**src/rtl/apb_seq_pkg.sv**
```systemverilog
// Shared types for the APB command sequencer: FSM states, queued command
// layout and the data value returned on a timed-out read.
package apb_seq_pkg;

  localparam int CMD_ADDR_W = 32;
  localparam int CMD_DATA_W = 32;

  localparam logic [CMD_DATA_W-1:0] TIMEOUT_DATA = '0;

  typedef enum logic [1:0] {
    IDLE     = 2'd0,
    ISSUE    = 2'd1,
    WAIT_RSP = 2'd2
  } seq_state_t;

  typedef struct packed {
    logic                  write;
    logic [CMD_ADDR_W-1:0] addr;
    logic [CMD_DATA_W-1:0] wdata;
  } cmd_t;

endpackage

```
**src/rtl/apb_cmd_fifo.sv**
```systemverilog
// Generic synchronous FIFO with push/pop, full/empty and occupancy count.
// A push while full is dropped; a pop while empty is ignored.
module apb_cmd_fifo #(
  parameter int WIDTH = 8,
  parameter int DEPTH = 4
) (
  input  logic                     clk,
  input  logic                     rst_n,
  input  logic                     push,
  input  logic [WIDTH-1:0]         push_data,
  input  logic                     pop,
  output logic [WIDTH-1:0]         head,
  output logic                     full,
  output logic                     empty,
  output logic [$clog2(DEPTH):0]   count
);

  localparam int PTR_W = $clog2(DEPTH);

  logic [WIDTH-1:0] mem [DEPTH];
  logic [PTR_W-1:0] wr_ptr;
  logic [PTR_W-1:0] rd_ptr;
  logic             do_push;
  logic             do_pop;

  assign full    = (count == (PTR_W + 1)'(DEPTH));
  assign empty   = (count == '0);
  assign do_push = push & ~full;
  assign do_pop  = pop & ~empty;
  assign head    = mem[rd_ptr];

  always_ff @(posedge clk or negedge rst_n) begin
    if (!rst_n) begin
      wr_ptr <= '0;
      rd_ptr <= '0;
      count  <= '0;
    end else begin
      if (do_push) wr_ptr <= wr_ptr + 1'b1;
      if (do_pop)  rd_ptr <= rd_ptr + 1'b1;
      case ({do_push, do_pop})
        2'b10:   count <= count + 1'b1;
        2'b01:   count <= count - 1'b1;
        default: count <= count;
      endcase
    end
  end

  // Storage needs no reset: nothing is read until count says it is valid.
  always_ff @(posedge clk) begin
    if (do_push) mem[wr_ptr] <= push_data;
  end

endmodule

```
**src/rtl/apb_cmd_sequencer.sv**
```systemverilog
// Buffers host commands and issues them one at a time to the APB master
// request interface, returning read data (or a timeout error) to the host.
//
// state    | meaning
// IDLE     | TRANSFER low; waiting for a queued command that may issue
// ISSUE    | TRANSFER high with head command; waiting for xfer_done or timeout
// WAIT_RSP | read response held on rsp_* until the host accepts it
module apb_cmd_sequencer
  import apb_seq_pkg::*;
#(
  parameter int ADDR_W  = CMD_ADDR_W,
  parameter int DATA_W  = CMD_DATA_W,
  parameter int DEPTH   = 4,
  parameter int TIMEOUT = 64
) (
  input  logic              PCLK,
  input  logic              PRESETn,
  input  logic              cmd_valid,
  output logic              cmd_ready,
  input  logic              cmd_write,
  input  logic [ADDR_W-1:0] cmd_addr,
  input  logic [DATA_W-1:0] cmd_wdata,
  output logic              TRANSFER,
  output logic [ADDR_W-1:0] address,
  output logic [DATA_W-1:0] write_data,
  output logic              write_en,
  input  logic [DATA_W-1:0] read_data,
  input  logic              xfer_done,
  output logic              rsp_valid,
  input  logic              rsp_ready,
  output logic [DATA_W-1:0] rsp_rdata,
  output logic              rsp_err,
  output logic              busy,
  output logic              timeout_sticky
);

  localparam int                CNT_W    = $clog2(TIMEOUT);
  localparam logic [CNT_W-1:0]  TMO_LAST = CNT_W'(TIMEOUT - 1);

  seq_state_t              state_q;
  seq_state_t              state_d;
  cmd_t                    push_cmd;
  cmd_t                    head;
  logic                    fifo_full;
  logic                    fifo_empty;
  logic [$clog2(DEPTH):0]  fifo_count;
  logic [CNT_W-1:0]        tmo_cnt;
  logic                    load;
  logic                    pop;
  logic                    done_ok;
  logic                    expire;
  logic                    rsp_take;

  assign cmd_ready = ~fifo_full;

  always_comb begin
    push_cmd       = '0;
    push_cmd.write = cmd_write;
    push_cmd.addr  = CMD_ADDR_W'(cmd_addr);
    push_cmd.wdata = CMD_DATA_W'(cmd_wdata);
  end

  apb_cmd_fifo #(
    .WIDTH ($bits(cmd_t)),
    .DEPTH (DEPTH)
  ) u_fifo (
    .clk       (PCLK),
    .rst_n     (PRESETn),
    .push      (cmd_valid),
    .push_data (push_cmd),
    .pop       (pop),
    .head      (head),
    .full      (fifo_full),
    .empty     (fifo_empty),
    .count     (fifo_count)
  );

  always_ff @(posedge PCLK or negedge PRESETn) begin
    if (!PRESETn) state_q <= IDLE;
    else          state_q <= state_d;
  end

  // xfer_done wins over a timeout expiring in the same cycle.
  always_comb begin
    state_d  = state_q;
    load     = 1'b0;
    pop      = 1'b0;
    done_ok  = 1'b0;
    expire   = 1'b0;
    rsp_take = 1'b0;
    case (state_q)
      IDLE: begin
        if (!fifo_empty && (head.write || !rsp_valid)) begin
          state_d = ISSUE;
          load    = 1'b1;
        end
      end
      ISSUE: begin
        if (xfer_done) begin
          pop     = 1'b1;
          done_ok = 1'b1;
          state_d = write_en ? IDLE : WAIT_RSP;
        end else if (tmo_cnt == TMO_LAST) begin
          pop     = 1'b1;
          expire  = 1'b1;
          state_d = write_en ? IDLE : WAIT_RSP;
        end
      end
      WAIT_RSP: begin
        if (rsp_valid && rsp_ready) begin
          rsp_take = 1'b1;
          state_d  = IDLE;
        end
      end
      default: state_d = IDLE;
    endcase
  end

  always_ff @(posedge PCLK or negedge PRESETn) begin
    if (!PRESETn) begin
      TRANSFER       <= 1'b0;
      address        <= '0;
      write_data     <= '0;
      write_en       <= 1'b0;
      tmo_cnt        <= '0;
      rsp_valid      <= 1'b0;
      rsp_rdata      <= '0;
      rsp_err        <= 1'b0;
      timeout_sticky <= 1'b0;
      busy           <= 1'b0;
    end else begin
      busy <= ~fifo_empty | (state_q != IDLE);

      if (load) begin
        TRANSFER   <= 1'b1;
        address    <= ADDR_W'(head.addr);
        write_data <= DATA_W'(head.wdata);
        write_en   <= head.write;
        tmo_cnt    <= '0;
      end else if (state_q == ISSUE && tmo_cnt != TMO_LAST) begin
        tmo_cnt <= tmo_cnt + 1'b1;
      end

      if (pop) TRANSFER <= 1'b0;

      if (done_ok && !write_en) begin
        rsp_valid <= 1'b1;
        rsp_rdata <= read_data;
        rsp_err   <= 1'b0;
      end

      if (expire) begin
        timeout_sticky <= 1'b1;
        if (!write_en) begin
          rsp_valid <= 1'b1;
          rsp_rdata <= DATA_W'(TIMEOUT_DATA);
          rsp_err   <= 1'b1;
        end
      end

      if (rsp_take) rsp_valid <= 1'b0;
    end
  end

endmodule

```
**config.mk**
```make
export PLATFORM = sky130hd
export DESIGN_NAME = apb_cmd_sequencer
export DESIGN_NICKNAME = d
export VERILOG_FILES = /design/src/rtl/apb_seq_pkg.sv /design/src/rtl/apb_cmd_fifo.sv /design/src/rtl/apb_cmd_sequencer.sv
export SDC_FILE = /design/constraint.sdc
export NUM_CORES = 1
export LEC_CHECK = 0
export ABC_CLOCK_PERIOD_IN_PS = 2900
export BUFFER_PORTS_ARGS = -buffer_cell sky130_fd_sc_hd__buf_2
export CAP_MARGIN = 5
export CORE_UTILIZATION = 25
export CTS_BUF_LIST = sky130_fd_sc_hd__clkbuf_8
export CTS_CLUSTER_SIZE = 28
export DETAILED_ROUTE_END_ITERATION = 8
export PLACE_DENSITY_LB_ADDON = 0.15
export SLEW_MARGIN = 25
export SYNTH_ARGS = -nofsm -noshare
export SYNTH_HDL_FRONTEND = slang
export SYNTH_SLANG_ARGS = --single-unit
```
**constraint.sdc**
```tcl
create_clock -name PCLK -period 2.9 [get_ports PCLK]
set_input_delay 0.145 -clock PCLK [delete_from_list [all_inputs] [get_ports PCLK]]
set_output_delay 0.145 -clock PCLK [all_outputs]
set_load 0.01 [all_outputs]
```
==> metrics.txt <==
initial antenna violation count=3; switching part of the total power=0.310; P per Cell Area=1030 nW/um^2; final critical-path share of the clock period=0.823; number of global-route vias before repair=8423; min cycle time layout=2390 ps; hpwl dp=19.2 mm; DRT iter0 DRCs=270; max-slew violation count=0; Synth top area share=0.555; post-place setup slack=524 ps; RSZ-0062 raised after global routing=false; clock skew=15.9 ps; largest net degree at the start of global routing=69; critical path arrival=2890 ps; CTS H-Tree Depth=3; combinational share of power=0.313; EDFF count, synth=260; clock network fraction of total power=0.273; Sink Count=377; max cap viols=0; Total Routing Usage GR=0.124; Distinct cells, synth=34; Worst-Skew Late Latency=620 ps; Die Area=57200 sq um; drt drc=0; first-pass GRT wire length=52.2 mm; post-DR wirelength/cell=18.1 microns; Die Width=239 microns; IO buf count=204; GP Congestion=0.661; yosys warns=0; final-report hold violation count=0; CTS tree=built; VDD IR max=689 uV; vias per cell=4.08; Fmax=419 MHz; sequential area share after synthesis=0.764; Flop pwr share=0.414; cell-internal power=13300 uW; post-route antenna net violation count=0; Least-Margin Pin Slew=673 ps; maximum clock path buffer count=3; status=complete, no violations; CP Launch Type=flop; FF/Latch Area=10700 sq um; Top FF cell, synth=edfxtp_1; Syn Area/Cell=19.6 sq um; Setup TNS Final=0 ps; Synth top cells by count=edfxtp_1, dfrtp_1, nand2_1; data required time of the worst path=3400 ps; CP Class=flop to flop; share of cells above drive strength 1=0.387; synthesized area=14100 sq um; clock transition at the registers of the reported paths=60 ps; most frequent cell after synthesis=edfxtp_1; Placeable Area=55300 sq um; Nets=1192; leakage power=0.00716 uW; Ports=205; syn nets=826; Cells after Synth=717; effective utilization at floorplan=0.254; CTS root buffer=clkbuf_8; # setup viols final=0; max_slew headroom=0.551; total CTS buffers=72; worst setup margin=515 ps; vias post-DR=7707; drt pass-1 iters=6; Yosys reg bits=377; multi-input logic area=3160 sq um; Filler cells=5413; Synth area leader=edfxtp_1; largest cells by area after synthesis=edfxtp_1, dfrtp_1, mux4_2; grt total ovfl=0; cell row count=86; Hold Path Class=primary input to asynchronous set/reset pin; Post-synth ARST share=0.310; area grow syn2layout=32.8%; Setup crit end kind=flop; worst-path fanout max=5; WL final=34.3 mm; Psw=5970 uW; Die Height=239 microns
[timing repair]
action / 4_1_cts / 5_1_grt
endpoints found under the hold margin: 356 / 0
endpoints found under the setup margin: 0 / 0
setup buffers: 0 / 0
hold buffers: 101 / 0
gates resized for setup: 0 / 0
[layout make-up]
type                       count  area share
antenna                        1    0.000134
clock buffer                  88      0.0649
clock inverter                44      0.0137
inverter                       5     0.00101
multi-input combinational    301       0.169
sequential                   377       0.576
tap                          748      0.0502
timing repair buffer         326       0.125
[final timing paths]
kind	startpoint	cells after the start	to	slack, ps
max	tmo_cnt[0]$_DFFE_PN0P_	10	u_fifo.count[2]$_DFFE_PN0P_	510
min	PRESETn	2	address[30]$_DFFE_PN0P_	110
max reg2reg	tmo_cnt[0]$_DFFE_PN0P_	10	u_fifo.count[2]$_DFFE_PN0P_	510
min reg2reg	rsp_err$_DFF_PN0_	1	rsp_err$_DFF_PN0_	470
max in group asynchronous	PRESETn	3	rsp_rdata[17]$_DFF_PN0_	1970
min in group PCLK	cmd_addr[0]	2	u_fifo.mem[1][32]$_DFFE_PP_	270
[flip-flops by register name, summed over array words and instances, names as in the netlist, named ones only]
signal and cells:
u_fifo.mem 260, address 32, write_data 32, rsp_rdata 31, tmo_cnt 6, u_fifo.count 3, state_q 2, u_fifo.rd_ptr 2
u_fifo.wr_ptr 2, TRANSFER 1, busy 1, rsp_err 1, rsp_valid 1, timeout_sticky 1, write_en 1
[per-stage QoR]
stage               std cells  total power (uW)  utilization  area [sq um]  hold slack [ps]
CTS                      1889             19800        0.337         18700             55.7
finish                   1890             19300        0.337         18700              113
detailed placement       1656             14300        0.293         16200              202
global placement         1656             14200        0.293         16200              203
floorplan                 717             11900            -         14100             -151
global route             1889             20600        0.337         18700              123
[critical path: stages, from the launching register on]
cell and delay (ps):
dfrtp_1 400, ha_1 230, nand3_1 170, nor2_1 130
o211ai_1 270, inv_1 80, ha_1 240, fa_1 380
xnor2_1 170, nor2_1 70, xor2_1 140
[placed cells by master, fill, tap and decap left out, types with 4 or more instances in the layout]
cell type / synthesis / final
nor2_1: 10 / 10
o21ai_0: 5 / 5
buf_12: 0 / 11
dfrtp_1: 117 / 115
edfxtp_1: 260 / 260
nand2_1: 71 / 71
dlygate4sd3_1: 0 / 101
ha_1: 6 / 6
a21oi_1: 34 / 34
buf_4: 1 / 10
xnor2_1: 5 / 5
and3_4: 0 / 4
inv_1: 5 / 32
clkinv_1: 0 / 9
clkbuf_8: 0 / 88
and2_1: 4 / 4
mux2_1: 18 / 18
xor2_1: 5 / 5
mux2_2: 49 / 49
mux4_2: 65 / 65
buf_2: 7 / 203
[metal layers]
| metal | vias up | GRT usage | part of all wire |
|---|---|---|---|
| li1 | 3523 | - | - |
| met1 | 3901 | 0.159 | 0.45 |
| met2 | 213 | 0.189 | 0.46 |
| met3 | 64 | 0.0418 | 0.068 |
| met4 | 6 | 0.0526 | 0.024 |
| met5 | - | 0 | 0.0011 |
[power groups by stage]
stage	Clock (uW)	Combinational (uW)	Sequential [uW]
after detailed placement	0	6160	8100
after global placement	0	6140	8070
after CTS	5500	6280	8010
final	5260	6040	7980
after floorplan	0	3540	8350
after global routing	5730	6670	8160
[cells by family (layout without fill, tap and decap cells)]
kind of cell             after synthesis  after routing  share of synthesized area
flip-flops                           377            377                      0.764
multiplexers                         135            135                      0.160
AND/OR/NAND/NOR                      100            100                     0.0300
AO/OA/AOI/OAI                         49             49                     0.0198
buffers and inverters                 39            463                     0.0134
XOR/XNOR                              10             10                    0.00623
adder cells (fa/ha/maj)                7              7                    0.00677
other                                  0              1                          0
Power figures use the tool's default switching activity.
